[src/rtl/change_dispenser_if.sv]
`timescale 1ns/1ps
`default_nettype none
// ============================================================================
// Module   : change_dispenser_if
// Purpose  : Request / coin-ejector / status bundle between the vending
//            controller side (master) and the change dispenser (slave).
// Revision : 1.0 - initial release
// ============================================================================
interface change_dispenser_if #(
  parameter int STOCK_W = 6
);
  logic               vend;
  logic [2:0]         change;
  logic               refill;
  logic               eject_ack;
  logic               eject_nickel;
  logic               eject_dime;
  logic               drink_release;
  logic               busy;
  logic               dispense_done;
  logic               short_change;
  logic               eject_fault;
  logic               overrun;
  logic [STOCK_W-1:0] nickel_cnt;
  logic [STOCK_W-1:0] dime_cnt;

  // Controller side: issues requests and answers on behalf of the ejectors
  modport master (
    output vend, change, refill, eject_ack,
    input  eject_nickel, eject_dime, drink_release, busy, dispense_done,
           short_change, eject_fault, overrun, nickel_cnt, dime_cnt
  );

  // Dispenser side
  modport slave (
    input  vend, change, refill, eject_ack,
    output eject_nickel, eject_dime, drink_release, busy, dispense_done,
           short_change, eject_fault, overrun, nickel_cnt, dime_cnt
  );
endinterface
`default_nettype wire

[src/rtl/change_dispenser.sv]
`timescale 1ns/1ps
`default_nettype none
// ============================================================================
// Module   : change_dispenser
// Purpose  : Releases the drink, then pays out change owed (in nickels) as
//            dimes and nickels through two acknowledged coin ejectors while
//            tracking on-board coin stock and flagging short change / faults.
// Revision : 1.0 - initial release
// ============================================================================
module change_dispenser #(
  parameter int NICKEL_INIT  = 20,
  parameter int DIME_INIT    = 20,
  parameter int STOCK_W      = 6,
  parameter int DRINK_CYCLES = 4,
  parameter int GAP_CYCLES   = 2,
  parameter int ACK_TIMEOUT  = 8
) (
  input  wire logic          clock,
  input  wire logic          reset,
  change_dispenser_if.slave  bus
);

  localparam logic [2:0] c_IDLE   = 3'd0;
  localparam logic [2:0] c_DRINK  = 3'd1;
  localparam logic [2:0] c_SELECT = 3'd2;
  localparam logic [2:0] c_EJECT  = 3'd3;
  localparam logic [2:0] c_GAP    = 3'd4;
  localparam logic [2:0] c_DONE   = 3'd5;

  // One shared timer serves the drink, ejection-timeout and gap phases
  localparam int c_TMAX_A  = (DRINK_CYCLES > GAP_CYCLES) ? DRINK_CYCLES : GAP_CYCLES;
  localparam int c_TMAX    = (c_TMAX_A > ACK_TIMEOUT) ? c_TMAX_A : ACK_TIMEOUT;
  localparam int c_TIMER_W = (c_TMAX < 2) ? 1 : $clog2(c_TMAX + 1);

  localparam logic [c_TIMER_W-1:0] c_DRINK_LAST = c_TIMER_W'(DRINK_CYCLES - 1);
  localparam logic [c_TIMER_W-1:0] c_GAP_LAST   = c_TIMER_W'(GAP_CYCLES - 1);
  localparam logic [c_TIMER_W-1:0] c_ACK_LAST   = c_TIMER_W'(ACK_TIMEOUT - 1);
  localparam logic [c_TIMER_W-1:0] c_TIMER_ONE  = c_TIMER_W'(1);
  localparam logic [STOCK_W-1:0]   c_NICKEL_INI = STOCK_W'(NICKEL_INIT);
  localparam logic [STOCK_W-1:0]   c_DIME_INI   = STOCK_W'(DIME_INIT);
  localparam logic [STOCK_W-1:0]   c_STOCK_ONE  = STOCK_W'(1);

  logic [2:0]           r_state;
  logic [c_TIMER_W-1:0] r_timer;
  logic [2:0]           r_owed;
  logic                 r_drink_flag;
  logic                 r_invalid;
  logic                 r_coin_dime;
  logic                 r_short;
  logic                 r_fault;
  logic                 r_overrun;
  logic [STOCK_W-1:0]   r_nickel;
  logic [STOCK_W-1:0]   r_dime;

  logic w_trigger;
  logic w_idle;
  logic w_bad_code;

  assign w_trigger  = bus.vend | (bus.change != 3'd0);
  assign w_idle     = (r_state == c_IDLE);
  assign w_bad_code = (bus.change > 3'd5);

  // Sequencer: accepts a request in IDLE, then drink -> (select/eject/gap)* -> done
  always_ff @(posedge clock or negedge reset) begin
    if (!reset) begin
      r_state      <= c_IDLE;
      r_timer      <= '0;
      r_owed       <= 3'd0;
      r_drink_flag <= 1'b0;
      r_invalid    <= 1'b0;
      r_coin_dime  <= 1'b0;
      r_short      <= 1'b0;
      r_fault      <= 1'b0;
      r_overrun    <= 1'b0;
      r_nickel     <= c_NICKEL_INI;
      r_dime       <= c_DIME_INI;
    end else begin
      case (r_state)
        c_IDLE: begin
          // Refill lands on the same edge as a trigger, so the new stock is used
          if (bus.refill) begin
            r_nickel <= c_NICKEL_INI;
            r_dime   <= c_DIME_INI;
          end
          if (w_trigger) begin
            r_drink_flag <= bus.vend;
            r_invalid    <= w_bad_code;
            r_owed       <= w_bad_code ? 3'd0 : bus.change;
            r_short      <= 1'b0;
            r_fault      <= 1'b0;
            r_overrun    <= 1'b0;
            r_timer      <= '0;
            r_state      <= c_DRINK;
          end
        end

        c_DRINK: begin
          if (!r_drink_flag || (r_timer == c_DRINK_LAST)) begin
            r_state <= c_SELECT;
          end else begin
            r_timer <= r_timer + c_TIMER_ONE;
          end
        end

        c_SELECT: begin
          r_timer <= '0;
          if (r_owed == 3'd0) begin
            r_short <= r_invalid;
            r_state <= c_DONE;
          end else if ((r_owed >= 3'd2) && (r_dime != '0)) begin
            r_coin_dime <= 1'b1;
            r_state     <= c_EJECT;
          end else if (r_nickel != '0) begin
            r_coin_dime <= 1'b0;
            r_state     <= c_EJECT;
          end else begin
            // Change still owed but no usable coin left
            r_short <= 1'b1;
            r_state <= c_DONE;
          end
        end

        c_EJECT: begin
          if (bus.eject_ack) begin
            if (r_coin_dime) begin
              r_owed <= r_owed - 3'd2;
              r_dime <= r_dime - c_STOCK_ONE;
            end else begin
              r_owed   <= r_owed - 3'd1;
              r_nickel <= r_nickel - c_STOCK_ONE;
            end
            r_timer <= '0;
            r_state <= c_GAP;
          end else if (r_timer == c_ACK_LAST) begin
            // A coin was being paid, so change is necessarily still owed
            r_fault <= 1'b1;
            r_short <= 1'b1;
            r_state <= c_DONE;
          end else begin
            r_timer <= r_timer + c_TIMER_ONE;
          end
        end

        c_GAP: begin
          if (r_timer == c_GAP_LAST) begin
            r_state <= c_SELECT;
          end else begin
            r_timer <= r_timer + c_TIMER_ONE;
          end
        end

        c_DONE: begin
          r_state <= c_IDLE;
        end

        default: begin
          r_state <= c_IDLE;
        end
      endcase

      // A request presented while busy is dropped but remembered
      if (!w_idle && w_trigger) begin
        r_overrun <= 1'b1;
      end
    end
  end

  // Drives decode straight from state so reset removes them without a clock
  assign bus.eject_nickel  = (r_state == c_EJECT) & ~r_coin_dime;
  assign bus.eject_dime    = (r_state == c_EJECT) &  r_coin_dime;
  assign bus.drink_release = (r_state == c_DRINK) &  r_drink_flag;
  assign bus.busy          = ~w_idle;
  assign bus.dispense_done = (r_state == c_DONE);
  assign bus.short_change  = r_short;
  assign bus.eject_fault   = r_fault;
  assign bus.overrun       = r_overrun;
  assign bus.nickel_cnt    = r_nickel;
  assign bus.dime_cnt      = r_dime;

endmodule
`default_nettype wire

[src/flat_wrapper.sv]
// flat-port wrapper written by rule: the top's interface ports become plain ports
module change_dispenser_flat 
#(
  parameter int NICKEL_INIT  = 20,
  parameter int DIME_INIT    = 20,
  parameter int STOCK_W      = 6,
  parameter int DRINK_CYCLES = 4,
  parameter int GAP_CYCLES   = 2,
  parameter int ACK_TIMEOUT  = 8
)
  (clock, reset, bus_vend, bus_change, bus_refill, bus_eject_ack, bus_eject_nickel, bus_eject_dime, bus_drink_release, bus_busy, bus_dispense_done, bus_short_change, bus_eject_fault, bus_overrun, bus_nickel_cnt, bus_dime_cnt);
  change_dispenser_if #(.STOCK_W(STOCK_W)) bus_i ();
  input  wire logic clock;
  input  wire logic reset;
  input wire logic [$bits(bus_i.vend)-1:0] bus_vend;
  input wire logic [$bits(bus_i.change)-1:0] bus_change;
  input wire logic [$bits(bus_i.refill)-1:0] bus_refill;
  input wire logic [$bits(bus_i.eject_ack)-1:0] bus_eject_ack;
  output wire logic [$bits(bus_i.eject_nickel)-1:0] bus_eject_nickel;
  output wire logic [$bits(bus_i.eject_dime)-1:0] bus_eject_dime;
  output wire logic [$bits(bus_i.drink_release)-1:0] bus_drink_release;
  output wire logic [$bits(bus_i.busy)-1:0] bus_busy;
  output wire logic [$bits(bus_i.dispense_done)-1:0] bus_dispense_done;
  output wire logic [$bits(bus_i.short_change)-1:0] bus_short_change;
  output wire logic [$bits(bus_i.eject_fault)-1:0] bus_eject_fault;
  output wire logic [$bits(bus_i.overrun)-1:0] bus_overrun;
  output wire logic [$bits(bus_i.nickel_cnt)-1:0] bus_nickel_cnt;
  output wire logic [$bits(bus_i.dime_cnt)-1:0] bus_dime_cnt;
  assign bus_i.vend = bus_vend;
  assign bus_i.change = bus_change;
  assign bus_i.refill = bus_refill;
  assign bus_i.eject_ack = bus_eject_ack;
  assign bus_eject_nickel = bus_i.eject_nickel;
  assign bus_eject_dime = bus_i.eject_dime;
  assign bus_drink_release = bus_i.drink_release;
  assign bus_busy = bus_i.busy;
  assign bus_dispense_done = bus_i.dispense_done;
  assign bus_short_change = bus_i.short_change;
  assign bus_eject_fault = bus_i.eject_fault;
  assign bus_overrun = bus_i.overrun;
  assign bus_nickel_cnt = bus_i.nickel_cnt;
  assign bus_dime_cnt = bus_i.dime_cnt;
  change_dispenser #(.NICKEL_INIT(NICKEL_INIT), .DIME_INIT(DIME_INIT), .STOCK_W(STOCK_W), .DRINK_CYCLES(DRINK_CYCLES), .GAP_CYCLES(GAP_CYCLES), .ACK_TIMEOUT(ACK_TIMEOUT)) u_core (.clock(clock), .reset(reset), .bus(bus_i));
endmodule
[config.mk]
export PLATFORM = sky130hd
export DESIGN_NAME = change_dispenser_flat
export DESIGN_NICKNAME = d
export VERILOG_FILES = /design/src/rtl/change_dispenser_if.sv /design/src/rtl/change_dispenser.sv /design/src/flat_wrapper.sv
export SDC_FILE = /design/constraint.sdc
export NUM_CORES = 1
export LEC_CHECK = 0
export BUFFER_PORTS_ARGS = -buffer_cell sky130_fd_sc_hd__buf_2
export CORE_MARGIN = 1.5
export CORE_UTILIZATION = 57
export DETAILED_ROUTE_END_ITERATION = 8
export PLACE_DENSITY_LB_ADDON = 0.3
export SLEW_MARGIN = 20
export SYNTH_ARGS = -nofsm -noshare
export SYNTH_HDL_FRONTEND = slang
export SYNTH_SLANG_ARGS = --single-unit
[constraint.sdc]
create_clock -name clock -period 2.2 [get_ports clock]
set_input_delay 0.44 -clock clock [delete_from_list [all_inputs] [get_ports clock]]
set_output_delay 0.44 -clock clock [all_outputs]
set_load 0.01 [all_outputs]
# ---- After elaboration in Yosys (flattened, before gate mapping)
# Cells that the tools add are included.
dict set report totals {
  register_bits 28
  out_inout_bits 20
  wordCells 113
}
dict set report classes {
  addsub 5
  n_lt_le_gt_ge 2
  n_eq_ne 23
  muxes 39
  n_bitwise 7
  n_reduce_logical 26
}
# operator n
set ops {}
lappend ops {{$mux 3} 12}
lappend ops {{$mux 6} 5}
lappend ops {{$pmux 6 s2} 2}
lappend ops {{$mux 4} 5}
lappend ops {{$pmux 4 s5} 1}
lappend ops {{$reduce_and 4->1} 4}
lappend ops {{$pmux 3 s5} 1}
lappend ops {{$ne 2x2->1 const B} 6}
lappend ops {{$reduce_bool 6->1} 2}
lappend ops {{$sub 6x1->6 const B} 2}
lappend ops {{$mux 1} 10}
lappend ops {{$ne 2x1->1 const B} 5}
lappend ops {{$ne 3x2->1 const B} 3}
lappend ops {{$reduce_bool 2->1} 4}
lappend ops {{$eq 3x2->1 const B} 2}
lappend ops {{$eq 3x3->1 const B} 2}
lappend ops {{$logic_not 3->1} 2}
lappend ops {{$pmux 3 s2} 1}
lappend ops {{$reduce_and 3->1} 2}
lappend ops {{$reduce_and 6->1} 1}
lappend ops {{$reduce_bool 3->1} 2}
lappend ops {{$reduce_and 5->1} 1}
lappend ops {{$reduce_bool 5->1} 1}
lappend ops {{$add 4x1->4 const B} 1}
lappend ops {{other kinds (18)} 25}

# ---- Logic depth before layout (Yosys ltp)
# Gate-level depths: netlist (run 1).
dict set report depth {
  word_depth 5
  ltp_mapped 6
}

# ---- Least setup slack after synthesis (run 1)
# No wires, ideal clock.
dict set report synth_path {
  kind {reg2reg}
  start {register u_core.r_nickel[0], in the netlist u_core.bus.nickel_cnt[0]}
  end {register u_core.r_state[1]}
  setup_time_ns 0.132
  arrival_ns 1.823
  required_ns 2.068
  setup_slack_ns 0.245
  path_stages_with_launch 7
  n_path_buf 0
  synth_period_minus_slack_ns 1.955
  path_cell_list {dfrtp_1 > inv_1 > ha_1 > or3b_1 > or3_1 > a2111oi_0 > o31ai_1}
}
dict set report synth_between {
  elab_chain_len 5
}
# item line_no
set synth_lines {}
lappend synth_lines {{from (decl)} change_dispenser.sv:52} ;# logic [STOCK_W-1:0] r_nickel;
lappend synth_lines {{from (signal assigned)} change_dispenser.sv:75} ;# r_nickel <= c_NICKEL_INI;
lappend synth_lines {{from (signal assigned)} change_dispenser.sv:82} ;# r_nickel <= c_NICKEL_INI;
lappend synth_lines {{from (signal assigned)} change_dispenser.sv:130} ;# r_nickel <= r_nickel - c_STOCK_ONE;
lappend synth_lines {{$reduce_bool 6->1} change_dispenser.sv:113} ;# end else if (r_nickel != '0) begin
lappend synth_lines {{$mux 3} change_dispenser.sv:113}
lappend synth_lines {{$mux 3} change_dispenser.sv:110} ;# end else if ((r_owed >= 3'd2) && (r_dime != '0)) begin
lappend synth_lines {{$mux 3} change_dispenser.sv:107} ;# if (r_owed == 3'd0) begin
lappend synth_lines {{$pmux 3 s5} change_dispenser.sv:78} ;# case (r_state)
lappend synth_lines {{to (signal assigned)} change_dispenser.sv:109} ;# r_state <= c_DONE;
lappend synth_lines {{to (signal assigned)} change_dispenser.sv:112} ;# r_state <= c_EJECT;
lappend synth_lines {{to (signal assigned)} change_dispenser.sv:115} ;# r_state <= c_EJECT;
lappend synth_lines {{to (decl)} change_dispenser.sv:43} ;# logic [2:0] r_state;
# Every way passes these cells.
# A chain may end at the register's enable or synchronous reset.

# ---- Worst setup path in the final report (run 1)
dict set report layout_path {
  start {register u_core.r_state[2]}
  end {output port bus_drink_release}
}
dict set report layout_between {
  elab_chain_len 2
}
# item line_no
set layout_lines {}
lappend layout_lines {{from (signal assigned)} change_dispenser.sv:66} ;# r_state <= c_IDLE;
lappend layout_lines {{from (signal assigned)} change_dispenser.sv:93} ;# r_state <= c_DRINK;
lappend layout_lines {{from (signal assigned)} change_dispenser.sv:99} ;# r_state <= c_SELECT;
lappend layout_lines {{$eq 3x1->1} change_dispenser.sv:171} ;# assign bus.drink_release = (r_state == c_DRINK) & r_drink_flag;
lappend layout_lines {{$and 1x1->1} change_dispenser.sv:171}
lappend layout_lines {{to (decl)} flat_wrapper.sv:21} ;# output wire logic [$bits(bus_i.drink_release)-1:0] bus_drink_release;
# Every way passes these cells.

==> results.yml, run 1 <==
cells_and_area:
  nets: 261
  diodes: 0
  drive_gt1_share_pct: 23.05
  multi_input_area_um2: 1119
  fill_cells: 250
  seq_area_um2: 706.9
  final_cells: 287
  area_delta_synth_final_pct: 13.76
grt:
  antenna_found_initial: 0
  grt_overflow_total: 0
  grt_pass1_vias: 1535
  grt_pass1_wl_um: 7051
  grt_usage_pct: 25.10
  grt_max_degree: 29
synth:
  synth_commonest_cells: "dfrtp_1, nand2_1, nor2_1"
  ys_seq_elements: 28
  synth_top_cell_by_area: "dfrtp_1"
  yosysMostFrequentCell: "dfrtp_1"
  ys_types: 54
  syn_inst: 212
  yosys.area.top_type_share_pct: 31.45
  syn_nets: 229
  synthArstFlopShare_pct: 100.0
  synthFlopType: "dfrtp_1"
  synth_edf_count: 0
  yosysSeqAreaShare_pct: 36.96
  syn_area_um2: 1909
  syn_avg_cell_area_um2: 9.006
  ys_warn_count: 0
  synth_area_leaders: "dfrtp_1, ha_1, dfstp_2"
worst_setup_path:
  path_class: "reg -> out"
  worst_setup_path_end_kind: "primary output"
  cp.required_ns: 1.76
  arrival_ns: 1.67
  r2r-end: "u_core.r_timer[1]"
  reg2regPathDepth: 5
  start_kind: "flip-flop"
  path_max_fanout: 13
  rrSetupSlack_ns: 0.13
  worstSetupStartpoint: "u_core.r_state[2]"
  rr_startpoint: "u_core.r_timer[0]"
  critPathCapture: "bus_drink_release"
detailed_routing:
  drt-pass1-iter-count: 5
  wl_per_cell_um: 15.07
  drtIter0Drc: 97
  drt_wl_total_um: 4325
  drcViolationCount: 0
  vias: 1698
  drtAntennaViolNets: 0
  vias_per_cell: 5.916
clocking:
  clkLatencyLatePin_ns: 0.33
  cts_root_buf: "clkbuf_4"
  clk_pin_slew_ns: 0.15
  cts_buffers: 3
  cts_tree: "built"
  cts_buffer_depth: 2
  htree_num_levels: 1
  cts.sinks: 28
timing:
  min_period_over_period_pct: 95.74
  fmax_mhz: 474.8
  final-hold-violation-count: 0
  finalSetupViolations: 0
  fin_tns_setup_ns: 0
  max-slew-margin-rel_pct: 58.03
  rsz0062_at_grt: "false"
  period_minus_slack_ns: 2.106
  tightest_slew_ns: 0.6296
  fin_skew_ns: 0.006160
  slew_viol_final: 0
die:
  core_area_um2: 3128
  die_w_um: 60.88
  rows: 20
  pin_count: 28
  die-area_um2: 3706
  initial_core_util_pct: 61.04
  die_height_um: 60.88
job:
  max-cap-violations: 0
placement:
  dp_hpwl_um: 3263
  place.gp.congestion: 0.9358
  dp.cells: 283
  port_buffers: 27
pwr:
  power_per_cell_area_nw_per_um2: 1352
  peakVddDrop_uv: 744.0
  leakagePower_nw: 0.9463
hold_path:
  hold_path.class: "in -> async"
status:
  status: "finished clean"
stage by stage:
step                      setup WS (ns)  power [mW]  util [%]  hold WS [ns]  area (um^2)
after detailed placement         0.1263       2.667     68.04        0.4750         2128
final                           0.09367       2.937     69.44        0.1003         2172
after floorplan                  0.2448       2.171         -        0.1444         1909
after global placement           0.2069       2.619     68.04        0.4705         2128
after global routing           0.006947       3.202     69.44        0.1484         2172
after CTS                        0.1005       2.930     69.20        0.1214         2165
worst min-delay path by stage:
stage | startpoint | to | slack, ns | cells after the start
2_1_floorplan | reset | u_core.bus.dime_cnt[0] | 0.14 | 0
4_1_cts | reset | u_core.bus.nickel_cnt[3] | 0.12 | 1
3_3_place_gp | u_core.bus.overrun | u_core.bus.overrun | 0.47 | 1
6_report | reset | u_core.r_timer[2] | 0.10 | 1
3_5_place_dp | u_core.bus.overrun | u_core.bus.overrun | 0.47 | 1
5_1_grt | reset | u_core.r_timer[2] | 0.15 | 1
placed cells by master (no fill, tap or decap), types with 5 or more instances in the layout:
cell	n
dfrtp_1	23
a21oi_1	10
nand2b_1	5
ha_1	9
buf_4	9
o211ai_1	6
inv_1	14
nand3_1	9
nand2_1	15
o21ai_0	13
nor2_1	15
nor3_1	5
buf_2	27
layout make-up:
class | instances | share of cell area [%]
clock buffer | 4 | 1.671
inverter | 14 | 2.419
timing repair buffer | 36 | 9.332
tap | 44 | 2.535
sequential | 28 | 32.55
multi-input combinational | 161 | 51.50
sequential cells by signal (all words and copies together), names as in the netlist:
signal	count
u_core.bus.eject_fault	1
u_core.bus.dime_cnt	6
u_core.r_invalid	1
u_core.bus.short_change	1
u_core.r_coin_dime	1
u_core.r_state	3
u_core.r_drink_flag	1
u_core.bus.nickel_cnt	6
u_core.bus.overrun	1
u_core.r_timer	4
u_core.r_owed	3
power by group:
part	internal [mW]	switching, mW
sequential	0.732	0.278
combinational	0.763	0.908
clock	0.101	0.156
logic make-up after synthesis:
group | count (synthesis) | share of synthesized area [%]
xor gates and xnor gates | 4 | 1.835
AOI/OAI and AO/OA | 63 | 23.92
muxes | 4 | 2.424
adders and majority gates | 9 | 5.898
buffers and inverters | 23 | 4.784
and+or+nand+nor | 81 | 24.18
DFF | 28 | 36.96
timing repair:
| item | 4_1_cts | 5_1_grt |
|---|---|---|
| setup buffers | 0 | 0 |
| hold buffers | 0 | 0 |
| gates resized for setup | 0 | 3 |
| setup endpoints to repair | 0 | 3 |
per-layer routing:
layer	vias up	wire (um)	global-route usage, %	share of wire [%]
met4	0	65	7.143	1.5
met2	40	2028	40.86	47
met1	804	2067	35.69	48
met5	-	0	0	0
li1	847	-	-	-
met3	7	164	2.345	3.8
critical path, stage by stage, from the launching register on:
cell and delay, ns:
dfrtp_1 0.58, buf_4 0.25, nor2b_1 0.19, and2_1 0.18, buf_2 0.13
(Power assumes the default switching activity.)
==> inputs of run 2 (changes only) <==
--- a/config.mk
+++ b/config.mk
@@ -10,6 +10,7 @@
 export CORE_UTILIZATION = 57
 export DETAILED_ROUTE_END_ITERATION = 8
 export PLACE_DENSITY_LB_ADDON = 0.3
+export RECOVER_POWER = 25
 export SLEW_MARGIN = 20
 export SYNTH_ARGS = -nofsm -noshare
 export SYNTH_HDL_FRONTEND = slang
==> results.yml, run 2 (synthesized netlist as in run 1, its figures left out) <==
timing:
  min_period_over_period_pct: 95.89
  rsz0062_at_grt: "false"
  finalSetupViolations: 0
  slew_viol_final: 28
  final-hold-violation-count: 0
  fin_tns_setup_ns: 0
  max-slew-margin-rel_pct: -0.1818
  worst_slack_ns: 0.09037
  tightest_slew_ns: 1.503
  fin_skew_ns: 0.005557
  fmax_mhz: 474.0
  period_minus_slack_ns: 2.110
  fin_hold_ws_ns: 0.3434
worst_setup_path:
  path_class: "reg -> out"
  crit_buf_inv: 2
  cp_top_family: "flip-flops"
  arrival_ns: 1.67
  cpMaxStageDelayCell: "dfrtp_1"
  cp.required_ns: 1.76
  worst_setup_path_end_kind: "primary output"
  path_max_fanout: 13
  cp_cell_sequence: "buf_4, nor2b_1, and2_1, buf_2"
  slowest_delay_ns: 0.58
  start_kind: "flip-flop"
clocking:
  cts_buffer_depth: 2
  clk_pin_slew_ns: 0.15
  clkLatencyLatePin_ns: 0.33
  ctsHoldBuffers: 0
  postCtsSetupBuffers: 0
  cts_root_buf: "clkbuf_4"
  htree_num_levels: 1
  cts_tree: "built"
  cts.sinks: 28
  cts_buffers: 3
grt:
  grt_overflow_total: 0
  grt_max_degree: 29
  grt_pass1_vias: 1535
  grt_pass1_wl_um: 7051
  grt_usage_pct: 25.10
  antenna_found_initial: 0
detailed_routing:
  drt_wl_total_um: 4329
  drtIter0Drc: 97
  drcViolationCount: 0
  drt-pass1-iter-count: 4
  vias: 1706
  wl_per_cell_um: 15.08
  vias_per_cell: 5.944
  drtAntennaViolNets: 0
status:
  violations: "max-capacitance violations, max-slew violations"
  status: "finished, violations left"
pwr:
  peakVddDrop_uv: 743.6
  p_total_mw: 2.937
  leakagePower_nw: 0.9436
  power_per_cell_area_nw_per_um2: 1353
placement:
  dp_hpwl_um: 3263
  dpl_worst_slack_ns: 0.1263
  dp.cells: 283
  port_buffers: 27
  dpl-instance-area_um2: 2128
  place.gp.congestion: 0.9358
cells_and_area:
  area_delta_synth_final_pct: 13.70
  final_cell_mix: "buf_2, dfrtp_1, nor2_1, nand2_1, inv_1"
  layout_commonest_cell: "buf_2"
  final_cells: 287
  nets: 261
  fin_area_um2: 2171
  final_util_pct: 69.40
  diodes: 0
  drive_gt1_share_pct: 22.63
die:
  initial_core_util_pct: 61.04
  rows: 20
  die_w_um: 60.88
  die_height_um: 60.88
  core_area_um2: 3128
  die-area_um2: 3706
  pin_count: 28
job:
  max-cap-violations: 1
hold_path:
  hold_path.class: "in -> reg"
## run 2: changes by cell type in the layout (fill, tap and decap cells not counted)
| cell | delta |
|---|---|
| buf_2 | -1 |
| clkbuf_1 | +1 |
## run 2: layout make-up
| cell class | instances | area, um^2 |
|---|---|---|
| multi-input cells | 161 | 1119 |
| fillers | 251 | 957.2 |
| flip-flops and latches | 28 | 706.9 |
| repair buffers | 36 | 201.4 |
| well taps | 44 | 55.05 |
| inverters | 14 | 52.55 |
| clock buffers | 4 | 36.28 |
## run 2: path summary, 6_finish.rpt
kind | startpoint | to | slack (ns) | cells past startpoint
worst max-delay path | u_core.r_state[2] | bus_drink_release | 0.09 | 4
worst min-delay path | bus_refill | u_core.bus.nickel_cnt[5] | 0.34 | 2
worst max register to register | u_core.r_timer[0] | u_core.r_timer[1] | 0.13 | 5
worst min register to register | u_core.bus.overrun | u_core.bus.overrun | 0.50 | 1
max in group asynchronous | reset | u_core.r_state[0] | 0.80 | 1
min in group asynchronous | reset | u_core.r_timer[2] | 0.44 | 1
## run 2: timing repair
item | 4_1_cts | 5_1_grt
hold endpoints to repair | 0 | 0
setup endpoints to repair | 0 | 3
gates resized for setup | 0 | 3
## run 2: where the power goes
group          internal (mW)  switching [mW]  total [mW]
combinational          0.763           0.908        1.67
clock                  0.101           0.156       0.258
sequential             0.732           0.278        1.01
total                   1.60            1.34        2.94
## run 2: per-layer routing
metal / vias up / GRT usage, % / share of wire, %
met2: 44 / 40.86 / 47
met5: - / 0 / 0
met1: 809 / 35.69 / 47
met3: 7 / 2.345 / 4.4
li1: 846 / - / -
met4: 0 / 7.143 / 1.5
==> inputs of run 3 (changes only) <==
--- a/config.mk
+++ b/config.mk
@@ -5,6 +5,7 @@
 export SDC_FILE = /design/constraint.sdc
 export NUM_CORES = 1
 export LEC_CHECK = 0
+export ABC_AREA = 1
 export BUFFER_PORTS_ARGS = -buffer_cell sky130_fd_sc_hd__buf_2
 export CORE_MARGIN = 1.5
 export CORE_UTILIZATION = 57
==> results.yml, run 3 <==
placement:
  dp_hpwl_um: 3020
  port_buffers: 27
  dpl_worst_slack_ns: 0.5719
  place.gp.congestion: 0.9160
  dpl-instance-area_um2: 2061
grt:
  antenna_found_initial: 0
  grt_overflow_total: 0
  grt_max_degree: 29
  grt_usage_pct: 24.41
  grt_pass1_vias: 1601
  grt_pass1_wl_um: 6720
cells_and_area:
  nets: 313
  fin_area_um2: 2096
  fill_cells: 303
  final_cell_mix: "nand2_1, inv_1, buf_2, nor2_1, dfrtp_1"
  drive_gt1_share_pct: 18.64
  area_delta_synth_final_pct: 11.52
  diodes: 0
  layout_commonest_cell: "nand2_1"
  final_util_pct: 67.54
clocking:
  cts_buffer_depth: 2
  htree_num_levels: 1
  cts_tree: "built"
  cts.sinks: 28
  postCtsSetupBuffers: 0
  cts_buffers: 3
  cts_root_buf: "clkbuf_4"
  clkLatencyLatePin_ns: 0.33
  ctsHoldBuffers: 0
  clk_pin_slew_ns: 0.15
  cts_resized: 0
worst_setup_path:
  critPathCapture: "bus_eject_dime"
  slowest_delay_ns: 0.55
  path_class: "reg -> out"
  arrival_ns: 1.58
  cp_cell_sequence: "nand2_1, nor2_4, nand2_1, inv_1, buf_2"
  worstSetupStartpoint: "u_core.r_state[0]"
  reg2regPathDepth: 9
  rrSetupSlack_ns: 0.55
  worst_setup_path_end_kind: "primary output"
  path_max_fanout: 9
  rr_startpoint: "u_core.r_state[0]"
  r2r-end: "u_core.r_timer[1]"
  cpMaxStageDelayCell: "dfrtp_1"
  cp.required_ns: 1.76
  start_kind: "flip-flop"
  cp_common_cell: "nand2_1"
detailed_routing:
  vias_per_cell: 5.156
  drt_wl_total_um: 3926
  drt-pass1-iter-count: 6
  dr_wl_met3_um: 194
  drtIter0Drc: 110
  vias: 1748
  wl_met2_um: 1825
  drcViolationCount: 0
  drtAntennaViolNets: 0
  wl_met1_um: 1837
  wl_per_cell_um: 11.58
  top_layer_used: "met4"
pwr:
  p_total_mw: 2.928
  power_per_cell_area_nw_per_um2: 1397
  peakVddDrop_uv: 711.1
  leakagePower_nw: 1.144
timing:
  tightest_slew_ns: 1.492
  fin_skew_ns: 0.002992
  max-slew-margin-rel_pct: 0.5288
  rsz0062_at_grt: "false"
  worst_slack_ns: 0.1752
  period_minus_slack_ns: 2.025
  fmax_mhz: 493.9
  final-hold-violation-count: 0
  min_period_over_period_pct: 92.04
  finalSetupViolations: 0
  slew_viol_final: 0
  fin_tns_setup_ns: 0
synth:
  ys_warn_count: 0
  synth_edf_count: 0
  synth_top_cell_by_area: "dfrtp_1"
  ys_seq_elements: 28
  syn_area_um2: 1879
  synthFlopType: "dfrtp_1"
  synth_area_leaders: "dfrtp_1, nand2_1, inv_1"
  yosysMostFrequentCell: "nand2_1"
  synthArstFlopShare_pct: 100.0
  synth_commonest_cells: "nand2_1, inv_1, nor2_1"
  yosys.area.top_type_share_pct: 31.96
  syn_nets: 282
  syn_inst: 265
  yosysSeqAreaShare_pct: 37.55
  ys_types: 26
  syn_avg_cell_area_um2: 7.092
die:
  die_w_um: 60.42
  initial_core_util_pct: 60.56
  core_area_um2: 3103
  pin_count: 28
  rows: 20
  die-area_um2: 3651
  die_height_um: 60.42
job:
  max-cap-violations: 1
hold_path:
  hold_path.class: "in -> reg"
status:
  status: "finished, violations left"
  violations: "max-capacitance violations"
## run 3: worst max-delay path: cells and delay by family, from the launching register on
kind          cells  cell delay, ns
flops             1            0.55
simple gates      3            0.45
buf+inv           2            0.25
## run 3: per-layer routing
metal  GRT usage (%)  vias to the layer above
met3           2.772                        9
met1           32.30                      779
li1                -                      902
met2           41.93                       58
met5               0                        -
met4           8.075                        0
## run 3: area by class of cell
type	count	area (um^2)	share of cell area [%]
multi-input cells	200	1026	48.96
flip-flops and latches	28	705.7	33.67
repair buffers	28	141.4	6.746
inverters	35	131.4	6.269
well taps	44	55.05	2.627
clock buffers	4	36.28	1.731
## run 3: logic make-up (layout without fill, tap and decap cells)
family | Yosys count | count (layout) | synth area share [%]
buffers and inverters | 37 | 67 | 7.856
flip-flops | 28 | 28 | 37.55
XOR/XNOR | 6 | 6 | 2.796
adder cells (fa/ha/maj) | 9 | 9 | 5.992
AND/OR/NAND/NOR | 152 | 152 | 35.62
AO/OA/AOI/OAI | 33 | 33 | 10.19
## run 3: stage by stage
| step | instances | hold WS [ns] |
|---|---|---|
| after floorplan | 265 | 0.1444 |
| final | 339 | 0.3757 |
| after detailed placement | 335 | 0.4792 |
| after CTS | 339 | 0.1030 |
| after global placement | 335 | 0.4702 |
| after global routing | 339 | 0.3633 |
## run 3: worst min-delay path by stage
stage | endpoint | slack, ns | cells after the start | from
6_report | u_core.r_drink_flag | 0.38 | 3 | bus_vend
5_1_grt | u_core.r_drink_flag | 0.36 | 3 | bus_vend
4_1_cts | u_core.r_drink_flag | 0.10 | 1 | reset
3_5_place_dp | u_core.r_owed[0] | 0.48 | 2 | u_core.r_owed[0]
3_3_place_gp | u_core.bus.short_change | 0.47 | 2 | u_core.bus.short_change
2_1_floorplan | u_core.bus.dime_cnt[0] | 0.14 | 0 | reset
## run 3: power by group
group	internal [mW]	switching, mW	total, mW	leakage, nW
clock	0.102	0.156	0.258	0.0210
combinational	0.614	1.11	1.73	0.767
sequential	0.737	0.206	0.942	0.357
